**src/rtl/bnn_feature_loader.sv**
```systemverilog
// Feature-frame loader for a combinational BNN classifier: collects beats into a
// feature vector, waits for the classifier to settle, then holds the result until taken.
module bnn_feature_loader #(
  parameter int FEAT_CNT      = 16,
  parameter int FEAT_BITS     = 4,
  parameter int CLASS_CNT     = 10,
  parameter int SETTLE_CYCLES = 2,
  localparam int CLS_BITS     = $clog2(CLASS_CNT)
) (
  input  logic                          clk,
  input  logic                          rst,
  input  logic                          in_valid,
  output logic                          in_ready,
  input  logic [FEAT_BITS-1:0]          in_data,
  input  logic                          in_last,
  output logic [FEAT_CNT*FEAT_BITS-1:0] features,
  input  logic [CLS_BITS-1:0]           prediction,
  output logic                          out_valid,
  input  logic                          out_ready,
  output logic [CLS_BITS-1:0]           out_class,
  output logic                          out_err
);

  localparam int CNT_W = $clog2(FEAT_CNT + 1);
  localparam logic [CNT_W-1:0] LAST_IDX    = CNT_W'(FEAT_CNT - 1);
  localparam logic [7:0]       SETTLE_LAST = 8'(SETTLE_CYCLES - 1);

  typedef enum logic [1:0] {LOAD, DRAIN, SETTLE, DONE} state_t;

  state_t                        state, state_nxt;
  logic [CNT_W-1:0]              cnt;
  logic [7:0]                    settle_cnt;
  logic                          err;
  logic [FEAT_CNT*FEAT_BITS-1:0] feat_p0;
  logic [CLS_BITS-1:0]           class_p1;
  logic                          err_p1;
  logic                          vld_p1;
  logic                          beat;
  logic                          settle_done;
  logic                          release_res;

  assign in_ready    = (state == LOAD) || (state == DRAIN);
  assign beat        = in_valid && in_ready;
  assign settle_done = (state == SETTLE) && (settle_cnt == SETTLE_LAST);
  assign release_res = (state == DONE) && out_ready;
  assign vld_p1      = (state == DONE);

  assign features  = feat_p0;
  assign out_valid = vld_p1;
  assign out_class = class_p1;
  assign out_err   = err_p1;

  always_ff @(posedge clk or posedge rst) begin
    if (rst) state <= LOAD;
    else     state <= state_nxt;
  end

  always_comb begin
    state_nxt = state;
    case (state)
      LOAD: begin
        if (beat) begin
          if (in_last)               state_nxt = SETTLE;
          else if (cnt == LAST_IDX)  state_nxt = DRAIN;
        end
      end
      DRAIN:   if (beat && in_last) state_nxt = SETTLE;
      SETTLE:  if (settle_done)     state_nxt = DONE;
      DONE:    if (out_ready)       state_nxt = LOAD;
      default: state_nxt = LOAD;
    endcase
  end

  // Stage p0: feature capture; a frame ends early (short) or overruns (long) -> err
  always_ff @(posedge clk or posedge rst) begin
    if (rst) begin
      feat_p0 <= '0;
      cnt     <= '0;
      err     <= 1'b0;
    end else if (release_res) begin
      feat_p0 <= '0;
      cnt     <= '0;
      err     <= 1'b0;
    end else if (state == LOAD && beat) begin
      for (int i = 0; i < FEAT_CNT; i++) begin
        if (cnt == CNT_W'(i)) feat_p0[i*FEAT_BITS +: FEAT_BITS] <= in_data;
      end
      cnt <= cnt + CNT_W'(1);
      if (in_last ? (cnt != LAST_IDX) : (cnt == LAST_IDX)) err <= 1'b1;
    end
  end

  always_ff @(posedge clk or posedge rst) begin
    if (rst)                  settle_cnt <= '0;
    else if (state != SETTLE) settle_cnt <= '0;
    else if (!settle_done)    settle_cnt <= settle_cnt + 8'(1);
  end

  // Stage p1: result capture once the classifier has had SETTLE_CYCLES edges
  always_ff @(posedge clk or posedge rst) begin
    if (rst) begin
      class_p1 <= '0;
      err_p1   <= 1'b0;
    end else if (settle_done) begin
      class_p1 <= prediction;
      err_p1   <= err;
    end
  end

endmodule
```
**config.mk**
```make
export PLATFORM = sky130hd
export DESIGN_NAME = bnn_feature_loader
export DESIGN_NICKNAME = d
export VERILOG_FILES = /design/src/rtl/bnn_feature_loader.sv
export SDC_FILE = /design/constraint.sdc
export NUM_CORES = 1
export LEC_CHECK = 0
export ABC_AREA = 1
export CORE_ASPECT_RATIO = 1.1
export CORE_MARGIN = 2
export CORE_UTILIZATION = 30
export DETAILED_ROUTE_END_ITERATION = 10
export PLACE_DENSITY = 0.61
export REMOVE_ABC_BUFFERS = 1
export SYNTH_ARGS = -nofsm -noshare
export SYNTH_HDL_FRONTEND = slang
export SYNTH_SLANG_ARGS = --single-unit
```
**constraint.sdc**
```tcl
create_clock -name clk -period 2.9 [get_ports clk]
set_input_delay 0.58 -clock clk [delete_from_list [all_inputs] [get_ports clk]]
set_output_delay 0.58 -clock clk [all_outputs]
set_load 0.01 [all_outputs]
```
* Yosys cells after proc, flatten, opt, wreduce, memory -nomap -nowiden *
Index checks and enable logic that the tools add are counted.

storage, ports and cells
  register bits = 85
  memory bits (read-only) = 0
  bits in writable memories = 0
  latch bits = 0
  output and inout bits = 71
  memories kept = 0

cells by class
  $mul = 0
  divide/modulo/power cells = 0
  reduce and logical (&&, ||, !) cells = 44
  bitwise operators = 0
  add/sub/neg operators = 2
  multiplexer cells = 33
  order comparisons = 0
  equal/unequal tests = 27
  shift-type cells = 0

operator list
  kind                 number
  $mux 64              2
  $mux 4               16
  $eq 5x4->1 const B   8
  $reduce_bool 2->1    18
  $reduce_and 2->1     17
  $eq 5x3->1 const B   4
  $mux 8               2
  $mux 2               6
  $eq 5x2->1 const B   2
  $mux 5               2
  $add 8x1->8 const B  1
  $eq 8x1->1 const B   1
  $pmux 2 s4           1
  $ne 2x1->1 const B   3
  $ne 2x2->1 const B   3
  $add 5x1->5 const B  1
  $eq 5x1->1 const B   1
  $logic_and 1x1->1    5
  $logic_not 5->1      1
  $ne 5x4->1 const B   1
  $reduce_and 5->1     1
  $eq 2x2->1 const B   2
  $mux 1               4
  $ne 3x2->1 const B   1
  3 further kinds      3

* Depth between registers and ports, before layout *
Gate-level depths: netlist (run 1).

  depth in word-level cells = 6
  gate-level depth with buffers = 11
  gate-level depth less buffers = 11

* Worst setup path before layout (run 1) *
OpenSTA, ideal clock, no wires.

  kind = reg2out
  start = reg state[0]
  end = out in_ready
  required time = 2.320 ns
  arrival = 1.043 ns
  stages on the path, launching flop included = 4
  buffers on the path = 0
  path slack = 1.277 ns
  cells stage by stage = dfrtp_1 inv_1 ha_1 or2_2

between the ends
  longest elaborated chain between the ends = 2
  elaborated cells between the ends (all ways) = 3

ends and longest elaborated chain
  element                                               line  source
  start: declaration                                    30    state_t state, state_nxt;
  start signal: assignment                              55    else state <= state_nxt;
  $eq 2x1->1 / $logic_not 2->1 (equally long branches)  42    assign in_ready = (state == LOAD) || (state == DRAIN);
  $logic_or 1x1->1 (*)                                  42
  end: declaration                                      13    output logic in_ready,

Every way passes the cells marked *; elsewhere a longest branch is shown, timed or not.

* Worst setup path after layout (run 1) *
Ends and elaborated chain as after synthesis.

==> flow_summary.ini, run 1 <==
[status]
outcome = complete, no violations

[clock_network]
cts_tree = done
root_buffer = clkbuf_16
clkLatencyLatePin_ns = 0.34
post-cts-setup-buffers = 0
cts_resized = 0
clk_pin_slew_ns = 0.06
cts_buffers = 9
clockBufferDepth = 2
cts_sinks = 85
cts_hold_buf = 0
cts_htree_levels = 3

[setup_path]
crit_path_top_delay_cell = clkdlybuf4s50_1
crit_start = state[0]
timing.rr.start = state[0]
r2r_cells = 5
cp_max_fo = 7
path_class = reg2out
arrival_ns = 1.93
endpoint = in_ready
slowest_delay_ns = 0.48
crit_chain = inv_1 > ha_1 > or2_2 > clkdlybuf4s50_1
required_ns = 2.32
cp-end-kind = output port
ff2ff_setup_slack_ns = 1.11
r2r-end = features[3]
startpoint_type = flip-flop

[power_and_ir_drop]
p_per_area_nw_per_um2 = 1030
p_clk_share_pct = 21.4
p_switching_mw = 1.79
power.leakage_nw = 2.23
swShare_pct = 34.8
p_int_mw = 3.36
combPwrFrac_pct = 40.4
p_seq_share_pct = 38.2
ir_drop_mv = 0.333

[grt]
grt_pass1_wl_um = 15200
overflow = 0
grt.total_usage_pct = 15.0
grt_pass1_vias = 3060
antenna_found_initial = 0
grt_max_degree = 39

[die]
die_area_um2 = 13100
start_util_pct = 30.6
die_w_um = 109
die_h_um = 120
placementRows = 42
core_um2 = 12000
ios = 84

[sta]
fin_worst_skew_ns = 0.00546
tns_ns = 0
slew_viol_final = 0
setup_ws_ns = 0.387
period_share_pct = 86.7
hold_viol_final = 0
relSlewSlack_pct = 65.2
rsz0062_at_grt = no
post-route-min-period_ns = 2.51
clock.fmax_mhz = 398
finalSetupViolations = 0
worstMarginPinSlew_ns = 0.519

[logic_synthesis]
syn_area_per_cell_um2 = 9.29
async_flop_share_pct = 100
synth_area_leaders = dfrtp_1, o21ai_0, nand2_1
synth-edff-count = 0
synth_top_area_cell = dfrtp_1
synthCells = 394
ys_types = 24
ys_seq_elements = 85
ys.flop_type = dfrtp_1
yosys.area.top_type_share_pct = 58.1
synth_seq_area_share_pct = 58.1
syn_area_um2 = 3660
synth_warnings = 0

[finish]
area_delta_synth_final_pct = 36.4
final_nets = 510
diodes = 0
final_cell_area_um2 = 4990
mostFrequentLayoutCell = dfrtp_1
drive_above_1_share_pct = 7.14
final_cell_mix = dfrtp_1, clkdlybuf4s50_1, nand2_1
final_util_pct = 41.7

[drt]
vias = 3038
first_pass_iters = 6
wl_per_cell_um = 14.2
via_per_inst = 4.72
drc_errors = 0
routed_wl_um = 9170
postRouteAntennaNets = 0
drt_iter0_drc = 199

[placement]
io_buffers = 83
post_dp_cell_area_um2 = 4710
dp_slack_ns = 0.672
gp_congestion = 0.762
place_hpwl_um = 6720

[worst_hold_path]
hold_class = reg2reg

[run]
maxCapViolations = 0
-- power by group through the flow --
stage	Sequential (mW)	Combinational [mW]	Clock [mW]
after floorplan	2.11	0.810	0
after global placement	1.99	2.07	0
after detailed placement	1.99	2.10	0
after CTS	1.98	2.12	1.13
after global routing	2.03	2.33	1.18
final	1.97	2.08	1.10
-- Yosys cell counts, types with 4 or more instances --
cell type	instances
o21ai_1	6
inv_1	35
nor2_1	16
o21ai_0	76
dfrtp_1	85
buf_2	4
a21oi_1	8
ha_1	11
nand3_1	48
nand2_1	81
clkbuf_1	4
-- cell type report --
cell class / count / area [µm²]
clock buffers: 10 / 229
clock inverters: 5 / 52.6
fillers: 1171 / 6990
inverters: 37 / 141
multi-input cells: 263 / 1350
flip-flops and latches: 85 / 2130
well taps: 154 / 193
repair buffers: 90 / 896
-- cells by family after synthesis --
family,Yosys count,share of synthesized area [%]
AND/OR/NAND/NOR,156,19.5
AO/OA/AOI/OAI,95,13.4
flip-flops,85,58.1
buffers and inverters,46,4.99
adder cells (fa/ha/maj),11,3.76
XOR/XNOR,1,0.239
-- critical path: cells and delay by family (launching register included) --
family	cells	cell delay, ns
buffers and inverters	2	0.56
DFF	1	0.40
and+or+nand+nor	1	0.34
adders and majority gates	1	0.30
-- state kept, by name (all words and copies together), names as in the netlist --
signal / flops
cnt: 5
out_class: 4
state: 2
settle_cnt: 8
features: 64
err: 1
out_err: 1
-- metal layers --
layer | global-route usage (%) | vias to the layer above | routed length, µm
met4 | 5.70 | 0 | 132
met2 | 23.1 | 68 | 4310
met3 | 3.91 | 12 | 478
met1 | 20.2 | 1459 | 4240
li1 | - | 1499 | -
met5 | 0 | - | 0
-- worst min-delay path by stage --
stage / startpoint / to / slack, ns / depth (start not counted)
after detailed placement: features[55] / features[55] / 0.48 / 2
after global routing: err / out_err / 0.51 / 2
after floorplan: err / out_err / 0.45 / 2
final: err / out_err / 0.49 / 2
after CTS: err / out_err / 0.49 / 2
after global placement: features[49] / features[49] / 0.48 / 2
-- per-stage QoR --
step                std cells  hold WS (ns)  power (mW)
global route              644         0.510        5.55
finish                    644         0.488        5.15
floorplan                 385         0.450        2.92
CTS                       644         0.490        5.23
detailed placement        629         0.477        4.10
global placement          629         0.475        4.06
(Power assumes the default switching activity.)
==> run 2, diff against run 1 <==
--- a/config.mk
+++ b/config.mk
@@ -6,7 +6,7 @@
 export NUM_CORES = 1
 export LEC_CHECK = 0
 export ABC_AREA = 1
-export CORE_ASPECT_RATIO = 1.1
+export CORE_ASPECT_RATIO = 2
 export CORE_MARGIN = 2
 export CORE_UTILIZATION = 30
 export DETAILED_ROUTE_END_ITERATION = 10
==> flow_summary.ini, run 2 (synthesis gave the netlist of run 1 again) <==
[status]
outcome = complete, no violations

[setup_path]
timing.rr.start = state[0]
cp-end-kind = output port
arrival_ns = 1.93
cp_top_family = buffers and inverters
critPathBufInv = 2
slowest_delay_ns = 0.47
ff2ff_setup_slack_ns = 0.93
crit_chain = inv_1 > ha_1 > or2_2 > clkdlybuf4s50_1
r2r_cells = 5
r2r-end = features[2]
cp_max_fo = 7
crit_path_top_delay_cell = clkdlybuf4s50_1
startpoint_type = flip-flop
path_class = reg2out
required_ns = 2.32

[clock_network]
cts_resized = 0
cts_htree_levels = 3
post-cts-setup-buffers = 0
cts_sinks = 85
clk_pin_slew_ns = 0.07
cts_tree = done
clkLatencyLatePin_ns = 0.34
cts_buffers = 9
root_buffer = clkbuf_16
cts_hold_buf = 0
clockBufferDepth = 2

[sta]
hold_viol_final = 0
tns_ns = 0
period_share_pct = 86.6
slew_viol_final = 0
clock.fmax_mhz = 398
rsz0062_at_grt = no
finalSetupViolations = 0
worstMarginPinSlew_ns = 0.512
post-route-min-period_ns = 2.51
fin_worst_skew_ns = 0.00418
relSlewSlack_pct = 65.6
holdWs_ns = 0.480
setup_ws_ns = 0.389

[finish]
largest_reg_flops = 64
final_cell_mix = dfrtp_1, clkdlybuf4s50_1, nand2_1
final_util_pct = 41.4
diodes = 0
final_nets = 509
finalNonFillerCells = 637
final_cell_area_um2 = 4990
mostFrequentLayoutCell = dfrtp_1
n_fill_cell = 1193
area_delta_synth_final_pct = 36.2
drive_above_1_share_pct = 7.35

[grt]
antenna_found_initial = 0
use_met3_pct = 3.05
use_met1_pct = 17.3
grt_util_met2_pct = 27.6
grt.total_usage_pct = 15.4
grt_pass1_wl_um = 15300
top_usage_layer = met2
grt_pass1_vias = 3055
grt_max_degree = 75
overflow = 0

[power_and_ir_drop]
power.leakage_nw = 2.24
p_seq_share_pct = 38.2
p_clk_share_pct = 21.7
ir_drop_mv = 0.434
p_int_mw = 3.30
combPwrFrac_pct = 40.1
p_switching_mw = 1.90
swShare_pct = 36.5
design_power_total_mw = 5.20
p_per_area_nw_per_um2 = 1040

[run]
maxCapViolations = 0

[die]
ios = 84
die_w_um = 82.1
placementRows = 57
core_um2 = 12100
die_area_um2 = 13200
start_util_pct = 30.4
die_h_um = 160

[placement]
dp_slack_ns = 0.581
dpl.cell_count = 621
place_hpwl_um = 7300
post_dp_cell_area_um2 = 4690
gp_congestion = 0.782
io_buffers = 83

[drt]
vias = 2994
routed_wl_um = 9770
wl_per_cell_um = 15.3
drc_errors = 0
first_pass_iters = 4
postRouteAntennaNets = 0
drt_iter0_drc = 133
via_per_inst = 4.70

[worst_hold_path]
hold_class = in2async
==> run 2: power groups by stage <==
stage,clock (mW),sequential (mW),combinational (mW)
2_1_floorplan,0,2.11,0.810
3_3_place_gp,0,2.01,2.07
3_5_place_dp,0,2.02,2.11
4_1_cts,1.15,2.00,2.12
6_report,1.13,1.99,2.09
5_1_grt,1.19,2.05,2.31
==> run 2: routing by layer <==
metal,share of wire [%],up-vias
met4,2.4,0
met5,0,-
li1,-,1502
met1,38,1415
met3,4.1,11
met2,55,66
==> run 2: final cells by class <==
class,count,area (µm²),area share [%]
sequential,85,2130,42.7
multi-input combinational,263,1350,27.2
timing repair buffer,89,888,17.8
clock buffer,9,225,4.52
tap,147,184,3.69
inverter,37,141,2.84
clock inverter,7,66.3,1.33
==> run 2: worst register-to-register path, cell delays in order, from the launching register on <==
cell	delay, ns
dfrtp_1	0.42
ha_1	0.25
nand2_2	0.33
nand2_1	0.43
buf_4	0.28
o21ai_0	0.17
==> run 2: worst max-delay path by stage <==
stage / start / endpoint / slack (ns) / cells past startpoint
floorplan: rst / cnt[0] / 0.13 / 1
global placement: out_ready / features[33] / 0.61 / 6
detailed placement: out_ready / features[41] / 0.58 / 6
CTS: state[0] / in_ready / 0.38 / 4
global route: state[0] / in_ready / 0.33 / 4
finish: state[0] / in_ready / 0.39 / 4
==> run 3, diff against run 2 <==
--- a/config.mk
+++ b/config.mk
@@ -6,11 +6,11 @@
 export NUM_CORES = 1
 export LEC_CHECK = 0
 export ABC_AREA = 1
-export CORE_ASPECT_RATIO = 2
+export CORE_ASPECT_RATIO = 0.7
 export CORE_MARGIN = 2
-export CORE_UTILIZATION = 30
+export CORE_UTILIZATION = 45
 export DETAILED_ROUTE_END_ITERATION = 10
-export PLACE_DENSITY = 0.61
+export PLACE_DENSITY = 0.83
 export REMOVE_ABC_BUFFERS = 1
 export SYNTH_ARGS = -nofsm -noshare
 export SYNTH_HDL_FRONTEND = slang
==> flow_summary.ini, run 3 (synthesis gave the netlist of run 1 again) <==
[clock_network]
clkLatencyLatePin_ns = 0.33
cts_tree = done
cts_hold_buf = 0
root_buffer = clkbuf_16
cts_htree_levels = 3
cts_sinks = 85
clk_pin_slew_ns = 0.06
clockBufferDepth = 2
cts_buffers = 9
cts_resized = 0
post-cts-setup-buffers = 0

[grt]
grt.total_usage_pct = 21.0
grt_max_degree = 39
grt_pass1_vias = 2960
overflow = 0
antenna_found_initial = 0
grt_pass1_wl_um = 14900

[worst_hold_path]
hp-start = features[53]
hold_class = reg2reg
min_path_cells = 2
whs_endpoint = features[53]

[setup_path]
startpoint_type = flip-flop
critPathBufInv = 2
cp_top_family = buffers and inverters
slowest_delay_ns = 0.48
timing.rr.start = state[0]
arrival_ns = 1.90
r2r-end = cnt[4]
cp_max_fo = 7
required_ns = 2.32
crit_chain = inv_1 > ha_1 > or2_2 > clkdlybuf4s50_1
crit_path_top_delay_cell = clkdlybuf4s50_1
cp-end-kind = output port
ff2ff_setup_slack_ns = 0.96
r2r_cells = 6
path_class = reg2out

[sta]
fin_worst_skew_ns = 0.00777
hold_viol_final = 0
post-route-min-period_ns = 2.48
rsz0062_at_grt = no
relSlewSlack_pct = 61.4
clock.fmax_mhz = 403
slew_viol_final = 0
worstMarginPinSlew_ns = 0.575
period_share_pct = 85.6
tns_ns = 0
finalSetupViolations = 0

[finish]
largest_reg_flops = 64
final_cell_mix = dfrtp_1, clkdlybuf4s50_1, nand2_1
drive_above_1_share_pct = 7.13
finalNonFillerCells = 592
diodes = 0
final_nets = 511
mostFrequentLayoutCell = dfrtp_1
area_delta_synth_final_pct = 34.7
multi_input_area_um2 = 1350
n_fill_cell = 649
final_util_pct = 62.6
seq_area_um2 = 2130

[placement]
place_hpwl_um = 6400
dpl.cell_count = 577
io_buffers = 83
gp_congestion = 0.888

[die]
ios = 84
placementRows = 27
die_h_um = 79.5
core_um2 = 7870
die_area_um2 = 8880
start_util_pct = 46.5
die_w_um = 112

[power_and_ir_drop]
p_switching_mw = 1.81
p_per_area_nw_per_um2 = 1050
swShare_pct = 35.0
p_clk_share_pct = 21.3
combPwrFrac_pct = 40.8
p_seq_share_pct = 37.9
power.leakage_nw = 2.24
p_int_mw = 3.36
design_power_total_mw = 5.17
ir_drop_mv = 0.453

[drt]
wl_per_cell_um = 15.2
drc_errors = 0
drt_iter0_drc = 294
first_pass_iters = 5
routed_wl_um = 9010
vias = 3168
via_per_inst = 5.35
postRouteAntennaNets = 0

[status]
outcome = complete, no violations

[run]
maxCapViolations = 0
[run 3: worst max-delay path by stage]
stage	startpoint	to	slack (ns)	cells after the start
2_1_floorplan	rst	cnt[0]	0.13	1
6_report	state[0]	in_ready	0.42	4
3_3_place_gp	out_ready	cnt[0]	0.72	6
5_1_grt	state[1]	in_ready	0.35	4
4_1_cts	state[0]	in_ready	0.41	4
3_5_place_dp	out_ready	cnt[4]	0.60	6
[run 3: per-stage QoR]
stage / worst slack (ns) / cell area [µm²] / hold WS, ns
final: 0.417 / 4930 / 0.491
after global placement: 0.718 / 4650 / 0.467
after CTS: 0.409 / 4930 / 0.493
after global routing: 0.348 / 4930 / 0.519
after floorplan: 0.127 / 3620 / 0.450
after detailed placement: 0.604 / 4650 / 0.479
[run 3: final cells by class]
type                            count  area share (%)
Inverter                           37            2.87
Timing Repair Buffer               91            18.3
Clock buffer                       10            4.64
Tap cell                          101            2.56
Multi-Input combinational cell    263            27.4
Clock inverter                      5            1.07
Sequential cell                    85            43.1
[run 3: power by group through the flow]
stage | registers [mW] | clock network [mW] | logic (mW)
after floorplan | 2.11 | 0 | 0.810
after global placement | 1.96 | 0 | 2.04
after detailed placement | 1.97 | 0 | 2.11
after CTS | 1.96 | 1.11 | 2.13
after global routing | 2.02 | 1.17 | 2.33
final | 1.96 | 1.10 | 2.11
[run 3: metal layers]
layer | part of all wire [%] | up-vias | track usage (%)
met4 | 0.95 | 0 | 4.32
met5 | 0 | - | 0
met1 | 47 | 1518 | 30.2
met2 | 44 | 134 | 31.5
met3 | 8.3 | 12 | 6.91
li1 | - | 1504 | -
[run 3: worst register-to-register path: cells and delay by family, from the launching register on]
kind / cells / cell delay (ns)
buf+inv: 2 / 0.58
flops: 1 / 0.41
fa+ha+maj: 1 / 0.25
compound gates: 1 / 0.18
simple gates: 2 / 0.44
==> edit (flow settings as in run 1) <==
The parameter `FEAT_BITS` goes from 4 to 5.
--- a/src/rtl/bnn_feature_loader.sv
+++ b/src/rtl/bnn_feature_loader.sv
@@ -2,7 +2,7 @@
 // feature vector, waits for the classifier to settle, then holds the result until taken.
 module bnn_feature_loader #(
   parameter int FEAT_CNT      = 16,
-  parameter int FEAT_BITS     = 4,
+  parameter int FEAT_BITS     = 5,
   parameter int CLASS_CNT     = 10,
   parameter int SETTLE_CYCLES = 2,
   localparam int CLS_BITS     = $clog2(CLASS_CNT)
Interface: changed (resized features and in_data); port bits go from 84 to 101. No check against the original RTL was run, so the function may have changed too.
==> edit against run 1 <==
Routed wire length rose by 20%; synthesized area grew 18%; first-iteration DRC count is 4.0% lower; sequential cell count is 16 higher; non-clock buffer count grew 14; clock power up 18%; power is 23% higher; worst setup slack worse by 0.0067 ns; design area grew 17%; count of clock-buffer cells in the layout rose by 1; via count is 11% higher.
==> edit: results (changes against run 1) <==
Synthesis
The fraction of synthesized area in multiplexers is 0% (unchanged). The proportion of register bits with asynchronous set or reset after synthesis is 100.0% (unchanged). The share of the yosys chip area belonging to registers is 58.57% (+0.47 points). The number of distinct standard cells referenced by the synthesized netlist is 29 (+21%). Ranked by total cell area, the synthesized netlist is headed by dfrtp_1 59%, nand2_1 10%, o21ai_0 10%. The adder and majority cell fraction of the synthesized area was 3.189% (-0.57 points).

The share of the synthesized area in compound gates (AO/OA/AOI/OAI) came to 16.99% (+3.6 points). Ranked by instance count, the synthesized netlist is headed by 119 x nand2_1, 101 x dfrtp_1, 86 x o21ai_0, 37 x inv_1, 18 x nand3_1. The area share of xor/xnor cells in the synthesized design was 0.2030% (-0.036 points).

Final layout
The fraction of layout instances using a drive strength above 1 was 8.137% (+0.99 points). The flip-flop count of the largest register, all copies and words added is 80 (+25%). The layout net count is 575 (+13%).

Placement
The placement-stage worst setup slack is 0.6134 ns (-0.05893 ns). The placed instance area was 0.005542 sq mm (+18%). The half-perimeter wire length of the detailed placement result is 7.907 mm (+18%). The number of I/O port buffers came to 100 (+20%). The last weighted congestion value of the routability-driven placer is 0.7853 (+3.1%).

Timing
The number of hold-slack violations in the final timing report is 0 (unchanged). The setup clock skew after layout came to 0.007094 ns (+0.001636 ns). The worst-case headroom to the max-slew limit is 56.28% (-8.9 points).

Setup path
The largest fanout on the critical path is 5 (-2). At the worst endpoint, the arrival time is approximately 1.9 ns.

Hold path
The min-delay analysis places its worst path in the category register to register.

Power and ir drop
The leakage component of the power is 2.644 nW (+18%). The maximum ir drop on the vdd rail is 0.3773 mV (+13%).

Detailed routing
The detailed route wirelength on metal2 was 5.364 mm (+24%). The count of routing violations after the opening detailed-route iteration is 191 (-4.0%). The count of TritonRoute iterations in the first routing pass is 4 (-2). The total length of routed met3 wires is 821 microns (+72%). The highest metal layer carrying signal wires in the routed design is met4. The routed wire length is 11.01 mm (+20%). The post-route met1 wirelength is 4.662 mm (+9.9%). The via count of the routed design is 3358 (+11%).

Global routing
The global-route total usage across every layer is 14.94% (-0.054 points). The pin count of the biggest net entering global routing came to 49 (+26%). The first-pass GRT wire length is 17.85 mm (+18%).

Clocking
The clock reaches the later pin of the worst-skew pair after 0.35 ns. The number of buffers on the longest clock path is 2 (unchanged).

Status
The run finished with clean final reports.
==> edit: final cells by class <==
class	instances	area (sq um)
fill	1360	8044
sequential	101	2527
multi-input combinational	295	1584
timing repair buffer	104	1044
clock buffer	11	252.7
tap	188	235.2
inverter	39	151.4
clock inverter	3	68.82
==> edit: path summary, 6_finish.rpt <==
kind                             startpoint      endpoint  slack (ns)
worst max-delay path               state[0]      in_ready        0.38
worst min-delay path            features[9]   features[9]        0.49
worst max register to register     state[0]  features[39]        1.08
worst min register to register  features[9]   features[9]        0.49
max in group asynchronous               rst  features[11]        1.57
min in group asynchronous               rst  features[28]        0.67
==> edit: power by group <==
part / internal [W] / switching [W]
Clock: 0.000797 / 0.000506
Sequential: 0.00199 / 0.000386
Combinational: 0.00131 / 0.00133
==> edit: cell families after synthesis <==
kind of cell,Yosys count
flops,101
compound gates,120
fa+ha+maj,11
xor+xnor,1
simple gates,163
buf+inv,47
==> edit: layer usage <==
layer	GRT usage, %	vias up
li1	-	1660
met1	17.64	1586
met2	25.26	100
met3	5.900	12
met4	4.607	0
met5	0	-
==> edit: worst max-delay path, cell delays in order, from the launching register on <==
cell	delay, ns
dfrtp_1	0.41
inv_1	0.09
ha_1	0.29
or2_2	0.31
clkdlybuf4s50_1	0.49
==> edit: through the flow <==
step           instances  power, W  hold slack (ns)  util, %
5_1_grt              741  0.006787           0.5103    42.16
3_5_place_dp         727  0.005085           0.4748    39.85
2_1_floorplan        435  0.003605           0.4499        -
3_3_place_gp         727  0.005018           0.4666    39.85
6_report             741  0.006325           0.4896    42.16
4_1_cts              741  0.006413           0.4937    42.16
